$ cat src/rtl/digit_scan.sv
// Time-multiplexed seven-segment digit scanner: one nibble per slot, tear-free
// frame-boundary value update, per-digit blanking and leading-zero suppression.
module digit_scan #(
  parameter int NUM_DIGITS  = 4,
  parameter int REFRESH_DIV = 50000
) (
  input  logic                    clk,
  input  logic                    reset,
  input  logic [4*NUM_DIGITS-1:0] value,
  input  logic                    load,
  input  logic [NUM_DIGITS-1:0]   blank_mask,
  input  logic                    lz_suppress,
  output logic [3:0]              nibble_out,
  output logic [NUM_DIGITS-1:0]   digit_sel,
  output logic                    digit_blank,
  output logic                    slot_tick
);

  localparam int IW = $clog2(NUM_DIGITS);
  localparam int PW = (REFRESH_DIV > 1) ? $clog2(REFRESH_DIV) : 1;
  localparam logic [IW-1:0] LAST = IW'(NUM_DIGITS - 1);
  localparam logic [PW-1:0] PMAX = PW'(REFRESH_DIV - 1);

  logic [PW-1:0]                presc;
  logic [IW-1:0]                idx, idx_nxt;
  logic [NUM_DIGITS-1:0][3:0]   hold, shadow, shadow_nxt;
  logic                         pending;
  logic                         adv, frame, dark;
  logic [NUM_DIGITS-1:0]        upper_zero;

  always_comb begin
    adv        = (presc == PMAX);
    frame      = adv && (idx == LAST);
    idx_nxt    = idx;
    if (adv) idx_nxt = (idx == LAST) ? '0 : idx + 1'b1;
    // A load landing on the boundary edge bypasses hold so slot 0 shows it now.
    shadow_nxt = shadow;
    if (frame && load)         shadow_nxt = value;
    else if (frame && pending) shadow_nxt = hold;
  end

  // upper_zero[g]: digits g..top of the next shadow are all zero.
  for (genvar g = 0; g < NUM_DIGITS; g++) begin : g_uz
    assign upper_zero[g] = (shadow_nxt[NUM_DIGITS-1:g] == '0);
  end

  always_comb begin
    dark = blank_mask[idx_nxt] | (lz_suppress & (idx_nxt != '0) & upper_zero[idx_nxt]);
  end

  always_ff @(posedge clk) begin
    if (reset) begin
      presc       <= '0;
      idx         <= LAST;
      hold        <= '0;
      shadow      <= '0;
      pending     <= 1'b0;
      nibble_out  <= 4'h0;
      digit_sel   <= '1;
      digit_blank <= 1'b1;
      slot_tick   <= 1'b0;
    end else begin
      presc     <= adv ? '0 : presc + 1'b1;
      idx       <= idx_nxt;
      shadow    <= shadow_nxt;
      slot_tick <= adv;
      if (load) hold <= value;
      if (frame)     pending <= 1'b0;
      else if (load) pending <= 1'b1;
      if (adv) begin
        nibble_out  <= shadow_nxt[idx_nxt];
        digit_blank <= dark;
        digit_sel   <= dark ? '1 : ~(NUM_DIGITS'(1) << idx_nxt);
      end
    end
  end

endmodule

$ cat config.mk
export PLATFORM = sky130hd
export DESIGN_NAME = digit_scan
export DESIGN_NICKNAME = d
export VERILOG_FILES = /design/src/rtl/digit_scan.sv
export SDC_FILE = /design/constraint.sdc
export NUM_CORES = 1
export LEC_CHECK = 0
export BUFFER_PORTS_ARGS = -buffer_cell sky130_fd_sc_hd__buf_2
export CAP_MARGIN = 30
export CELL_PAD_IN_SITES_DETAIL_PLACEMENT = 0
export CELL_PAD_IN_SITES_GLOBAL_PLACEMENT = 2
export CORE_ASPECT_RATIO = 0.5
export CORE_MARGIN = 2
export CORE_UTILIZATION = 35
export DETAILED_ROUTE_END_ITERATION = 7
export GPL_TIMING_DRIVEN = 1
export PLACE_DENSITY_LB_ADDON = 0.15
export REMOVE_ABC_BUFFERS = 1
export SETUP_SLACK_MARGIN = 0.5
export SLEW_MARGIN = 20
export SYNTH_ARGS = -nofsm -noshare
export SYNTH_HDL_FRONTEND = slang
export SYNTH_SLANG_ARGS = --single-unit
$ cat constraint.sdc
create_clock -name clk -period 3.3 [get_ports clk]
set_input_delay 0.165 -clock clk [delete_from_list [all_inputs] [get_ports clk]]
set_output_delay 0.165 -clock clk [all_outputs]
set_load 0.005 [all_outputs]
==> impl_metrics.tcl, run 1 <==
set metrics [dict create \
    worstSetupPathType "reg2reg" \
    stdcell_count 475 \
    synthCells 318 \
    gp_congestion 0.817 \
    fill_cells 824 \
    cts_htree_levels 3 \
    rsz0062_at_grt "yes" \
    drc_errors 0 \
    p_per_area_nw_per_um2 502 \
    p_total_mw 1.81 \
    area_growth_pct 25.5 \
    core_area_um2 8000 \
    status "complete, no violations" \
    worstPathMaxFanout 8 \
    die_x_um 132 \
    routed_via_density 5.33 \
    cts_root_buf "clkbuf_16" \
    die_area_um2 9000 \
    cp.required_ns 3.52 \
    synthAdderAreaFrac_pct 0.870 \
    ys_async_sr_fraction_pct 0 \
    ir_drop_v 0.000265 \
    avgSynthCellArea_um2 9.04 \
    postRouteAntennaNets 0 \
    antenna_found_initial 0 \
    syn_area_um2 2880 \
    setup_violations 0 \
    std_cell_rows 23 \
    num_antenna_cells 0 \
    cts_tree "done" \
    cap_violations 0 \
    clk_pin_slew_ns 0.05 \
    layout-drive-gt1-share_pct 27.3 \
    clock_sinks 61 \
    grt_pass1_vias 2475 \
    drt-wirelength-per-cell_um 16.7 \
    cts_buffers 9 \
    wl_um 7950 \
    dr.pass1.iters 4 \
    layout_common_cells "dfxtp_1, nor2_1, buf_2, nand3_1, mux2i_1" \
    relSlewSlack_pct 49.4 \
    ys_types 54 \
    whs_ns 0.0893 \
    place_inst 454 \
    critPathCaptureType "register" \
    clock_skew_ns 0.00547 \
    dp_hpwl_um 5460 \
    synth_compound_area_share_pct 13.8 \
    nNetsFinal 384 \
    finalSetupTns_ns 0 \
    initial_utilization_pct 35.9 \
    grt_overflow 0 \
    synthMuxAreaShare_pct 8.40 \
    ys_seq_elements 61 \
    io_buffers 33 \
    fin_crit_ns 2.71 \
    cellLeakagePower_nw 1.47 \
    crit_path_start_kind "register" \
    hold_class "in2reg" \
    grt_usage_pct 19.0 \
    num_vias 2531 \
    clockBufferDepth 2 \
    clkLatencyLatePin_ns 0.33 \
    grt_pass1_wl_um 12800 \
    dieHeight_um 68.1 \
    synth-edff-count 0 \
    synth_xor_area_share_pct 3.96 \
    layout_setup_ws_ns 0.593 \
    period_share_pct 82.0 \
    fin_util_pct 45.1 \
    drt_iter0_markers 200 \
    synth_top_family_by_area "simple AND/OR/NAND/NOR gates" \
    cp_data_arrival_time_ns 2.92 \
    dpl_cell_area_um2 3170 \
    ios 34 \
    fmax_mhz 369 \
    synth_warnings 0 \
    yosys.area_share.simple_pct 26.9 \
    finalInstanceArea_um2 3610 \
    final_common_cell "dfxtp_1" \
    drv_slew 0 \
    report.final.hold_viol_count 0 \
    grt_max_degree 41 \
    ys.flop_type "dfxtp_1" \
    tightest_slew_ns 0.759 \
    yosysSeqAreaShare_pct 42.5 \
    dp_slack_ns 0.405 \
]
==> area by class of cell <==
type,instances,area (um^2),share of cell area [%]
multi-input cells,237,1650,45.8
flip-flops and latches,61,1230,34.0
clock buffers,12,267,7.39
repair buffers,46,263,7.28
well taps,112,140,3.88
clock inverters,4,45.0,1.25
inverters,3,11.3,0.312
==> per-layer routing <==
metal | part of all wire, % | global-route usage (%) | wire length [um] | vias to the layer above
li1 | - | - | - | 1254
met1 | 52 | 26.3 | 4120 | 1214
met2 | 42 | 27.2 | 3360 | 57
met3 | 5.0 | 6.52 | 395 | 6
met4 | 0.91 | 7.26 | 72 | 0
met5 | 0 | 0 | 0 | -
==> what timing repair did <==
item,in CTS,in global routing
setup buffers,1,3
setup endpoints to repair,6,5
pin swaps,1,9
resized for setup,5,17
endpoints found under the hold margin,0,0
cloned,1,0
hold buffers,0,0
==> critical path: stages (launching register included) <==
cell and delay [ns]:
dfxtp_1 0.39, or4b_4 0.56, or4b_4 0.64, mux2_4 0.39, mux2_1 0.33, a32oi_1 0.20, o21ai_1 0.08
==> synthesized netlist by cell type (all sizes together), types with 4 or more instances <==
library cell	number	area [um^2]
a21oi	10	50.1
a31oi	15	93.8
a32oi	14	123
and2	4	25.0
and3	7	45.1
buf	7	50.0
clkbuf	11	41.3
dfxtp	61	1220
mux2	6	71.3
mux2i	17	170
nand2	21	93.8
nand2b	4	25.0
nand3	33	193
nor2	50	188
o21ai	6	30.0
xnor2	8	70.1
xor2	5	43.8
==> registers in the layout, indices dropped and copies added (netlist names) <==
signal,count
hold,16
digit_blank,1
nibble_out,4
idx,2
shadow,16
digit_sel,4
presc,16
slot_tick,1
pending,1
==> power breakdown <==
group	internal, mW	total, mW	switching (mW)
registers	0.753	0.763	0.00992
clock network	0.641	0.969	0.328
logic	0.0327	0.0810	0.0483
total	1.43	1.81	0.386
==> kinds of logic after synthesis <==
kind of cell | Yosys count
compound gates | 57
simple gates | 141
xor+xnor | 13
mux | 23
flops | 61
buf+inv | 21
fa+ha+maj | 2
==> path summary, 6_finish.rpt <==
path	to	start	slack [ns]	cells past startpoint
worst max-delay path	nibble_out[0]	presc[9]	0.59	6
worst min-delay path	hold[1]	value[1]	0.09	3
worst max register to register	nibble_out[0]	presc[9]	0.59	6
worst min register to register	nibble_out[2]	nibble_out[2]	0.44	2
(Power assumes the default switching activity.)
==> run 2, diff against run 1 <==
--- a/config.mk
+++ b/config.mk
@@ -5,13 +5,14 @@
 export SDC_FILE = /design/constraint.sdc
 export NUM_CORES = 1
 export LEC_CHECK = 0
+export ABC_AREA = 1
 export BUFFER_PORTS_ARGS = -buffer_cell sky130_fd_sc_hd__buf_2
 export CAP_MARGIN = 30
 export CELL_PAD_IN_SITES_DETAIL_PLACEMENT = 0
 export CELL_PAD_IN_SITES_GLOBAL_PLACEMENT = 2
 export CORE_ASPECT_RATIO = 0.5
 export CORE_MARGIN = 2
-export CORE_UTILIZATION = 35
+export CORE_UTILIZATION = 32
 export DETAILED_ROUTE_END_ITERATION = 7
 export GPL_TIMING_DRIVEN = 1
 export PLACE_DENSITY_LB_ADDON = 0.15
==> constraint.sdc (replaced) <==
create_clock -name clk -period 2.7 [get_ports clk]
set_input_delay 0.135 -clock clk [delete_from_list [all_inputs] [get_ports clk]]
set_output_delay 0.135 -clock clk [all_outputs]
set_load 0.005 [all_outputs]
==> run 2 against run 1 <==
Register-to-register slack worse by 0.11 ns. Count of clock-buffer cells in the layout unchanged. Final cell count up 29%. Critical endpoint is now nibble_out[2]. Global-route usage down 1.3 points. Sequential power up 23%. Combinational power up 21%. Routed wire length up 8.8%. Die area up 14%. Critical path depth up 8. Critical path type unchanged. Clock skew up 0.00061 ns. Design area up 10%.
==> impl_metrics.tcl, run 2 <==
set metrics [dict create \
    crit_path_start_kind "register" \
    drc_errors 0 \
    postRouteAntennaNets 0 \
    cts_buffers 9 \
    dp_slack_ns -0.0668 \
    die_area_um2 10200 \
    netlist.top_cell.by_area "dfxtp_1" \
    report.final.hold_viol_count 0 \
    drv_slew 0 \
    num_vias 2952 \
    finalSetupTns_ns 0 \
    layout_setup_ws_ns 0.483 \
    critPathCaptureType "register" \
    cellLeakagePower_nw 1.70 \
    gp_congestion 0.860 \
    netlist_top_cells_count "nand2_1, dfxtp_1, nor2_1" \
    dpl_cell_area_um2 3290 \
    nNetsFinal 521 \
    post_cts_hold_buffer_count 0 \
    hold_class "in2reg" \
    dieHeight_um 72.5 \
    place_inst 582 \
    drt_iter0_markers 148 \
    stdcell_count 615 \
    relSlewSlack_pct 52.6 \
    final_common_cell "nand2_1" \
    cap_violations 0 \
    ys_types 33 \
    synth.top_cell.area_share_pct 40.6 \
    antenna_found_initial 0 \
    io_buffers 33 \
    ios 34 \
    period_share_pct 82.1 \
    worstSetupPathType "reg2reg" \
    grt_usage_pct 17.6 \
    top_regs "hold: 16 flops, presc: 16 flops, shadow: 16 flops" \
    ir_drop_v 0.000330 \
    avgSynthCellArea_um2 6.83 \
    core_area_um2 8920 \
    cts_tree "done" \
    drt-wirelength-per-cell_um 14.1 \
    fin_util_pct 44.6 \
    layout-drive-gt1-share_pct 30.1 \
    dp_hpwl_um 6000 \
    synth.most_common_cell "nand2_1" \
    setup_violations 0 \
    clock_sinks 61 \
    syn_area_um2 3010 \
    initial_utilization_pct 33.7 \
    area_growth_pct 32.3 \
    synthCells 440 \
    grt_pass1_wl_um 14000 \
    fill_cells 913 \
    rsz0062_at_grt "yes" \
    die_x_um 141 \
    p_per_area_nw_per_um2 523 \
    routed_via_density 4.80 \
    fmax_mhz 451 \
    multi_input_area_um2 1710 \
    ys_async_sr_fraction_pct 0 \
    fin_crit_ns 2.22 \
    num_antenna_cells 0 \
    synth_warnings 0 \
    worstPathMaxFanout 6 \
    grt_pass1_vias 2798 \
    grt_overflow 0 \
    regArea_um2 1230 \
    synth-edff-count 0 \
    tightest_slew_ns 0.710 \
    p_total_mw 2.08 \
    clk_pin_slew_ns 0.05 \
    wl_um 8650 \
    cp.required_ns 2.97 \
    clkLatencyLatePin_ns 0.32 \
    ys.flop_type "dfxtp_1" \
    dr.pass1.iters 4 \
    clock_skew_ns 0.00608 \
    layout_common_cells "nand2_1, dfxtp_1, inv_1, nor2_1, buf_2" \
    ys_seq_elements 61 \
    status "complete, no violations" \
    synth_area_leaders "dfxtp_1, nand2_1, nor2_1" \
    yosysSeqAreaShare_pct 40.6 \
    cts_htree_levels 3 \
    finalInstanceArea_um2 3980 \
    std_cell_rows 24 \
    grt_max_degree 22 \
    whs_ns 0.0489 \
    cp_data_arrival_time_ns 2.49 \
    cts_root_buf "clkbuf_16" \
    clockBufferDepth 2 \
]
run 2: timing repair:
item,in CTS,in global routing
resized for setup,23,46
cloned,1,0
endpoints found under the setup margin,28,21
pin swaps,4,25
buffers inserted,8,10
run 2: report_power, final:
| part | leakage, nW | switching, mW | total [mW] | internal, mW |
|---|---|---|---|---|
| logic | 1.07 | 0.0602 | 0.0982 | 0.0381 |
| clock network | 0.134 | 0.384 | 1.04 | 0.656 |
| registers | 0.498 | 0.0171 | 0.941 | 0.924 |
| total | 1.70 | 0.462 | 2.08 | 1.62 |
run 2: layout make-up:
| class | count | area share (%) |
|---|---|---|
| repair buffers | 57 | 9.41 |
| clock buffers | 12 | 6.45 |
| multi-input cells | 301 | 43.0 |
| clock inverters | 2 | 0.252 |
| inverters | 65 | 6.42 |
| flip-flops and latches | 61 | 30.8 |
| well taps | 117 | 3.68 |
run 2: critical path, stage by stage (launching register included):
cell       delay [ns]
dfxtp_2          0.36
ha_4             0.16
nand3_4          0.11
inv_4            0.10
nand2_4          0.05
nor2_4           0.26
buf_12           0.15
nand3_2          0.15
a21oi_1          0.20
o21ai_1          0.07
o21ai_0          0.14
nand2_1          0.11
o2111ai_1        0.12
nand2_1          0.09
nand2_1          0.07
run 2: cell families after synthesis:
kind of cell    count (synthesis)  synth area share, %
simple gates                  224                 34.5
compound gates                 71                 12.7
xor+xnor                        3                0.874
flops                          61                 40.6
fa+ha+maj                       2                0.833
buf+inv                        79                 10.5
run 2: path summary, 6_finish.rpt:
| check | start | endpoint | slack (ns) | cells after the start |
|---|---|---|---|---|
| setup / recovery | presc[0] | nibble_out[2] | 0.48 | 14 |
| hold / removal | value[12] | hold[12] | 0.05 | 3 |
| setup reg to reg | presc[0] | nibble_out[2] | 0.48 | 14 |
| hold reg to reg | nibble_out[0] | nibble_out[0] | 0.46 | 2 |
run 2: routing by layer:
metal  global-route usage (%)  vias up  part of all wire [%]
met5                        0        -                     0
met4                     5.11        0                  0.22
met3                     4.82        2                   4.6
met2                     27.5       64                    44
met1                     24.2     1372                    51
li1                         -     1514                     -
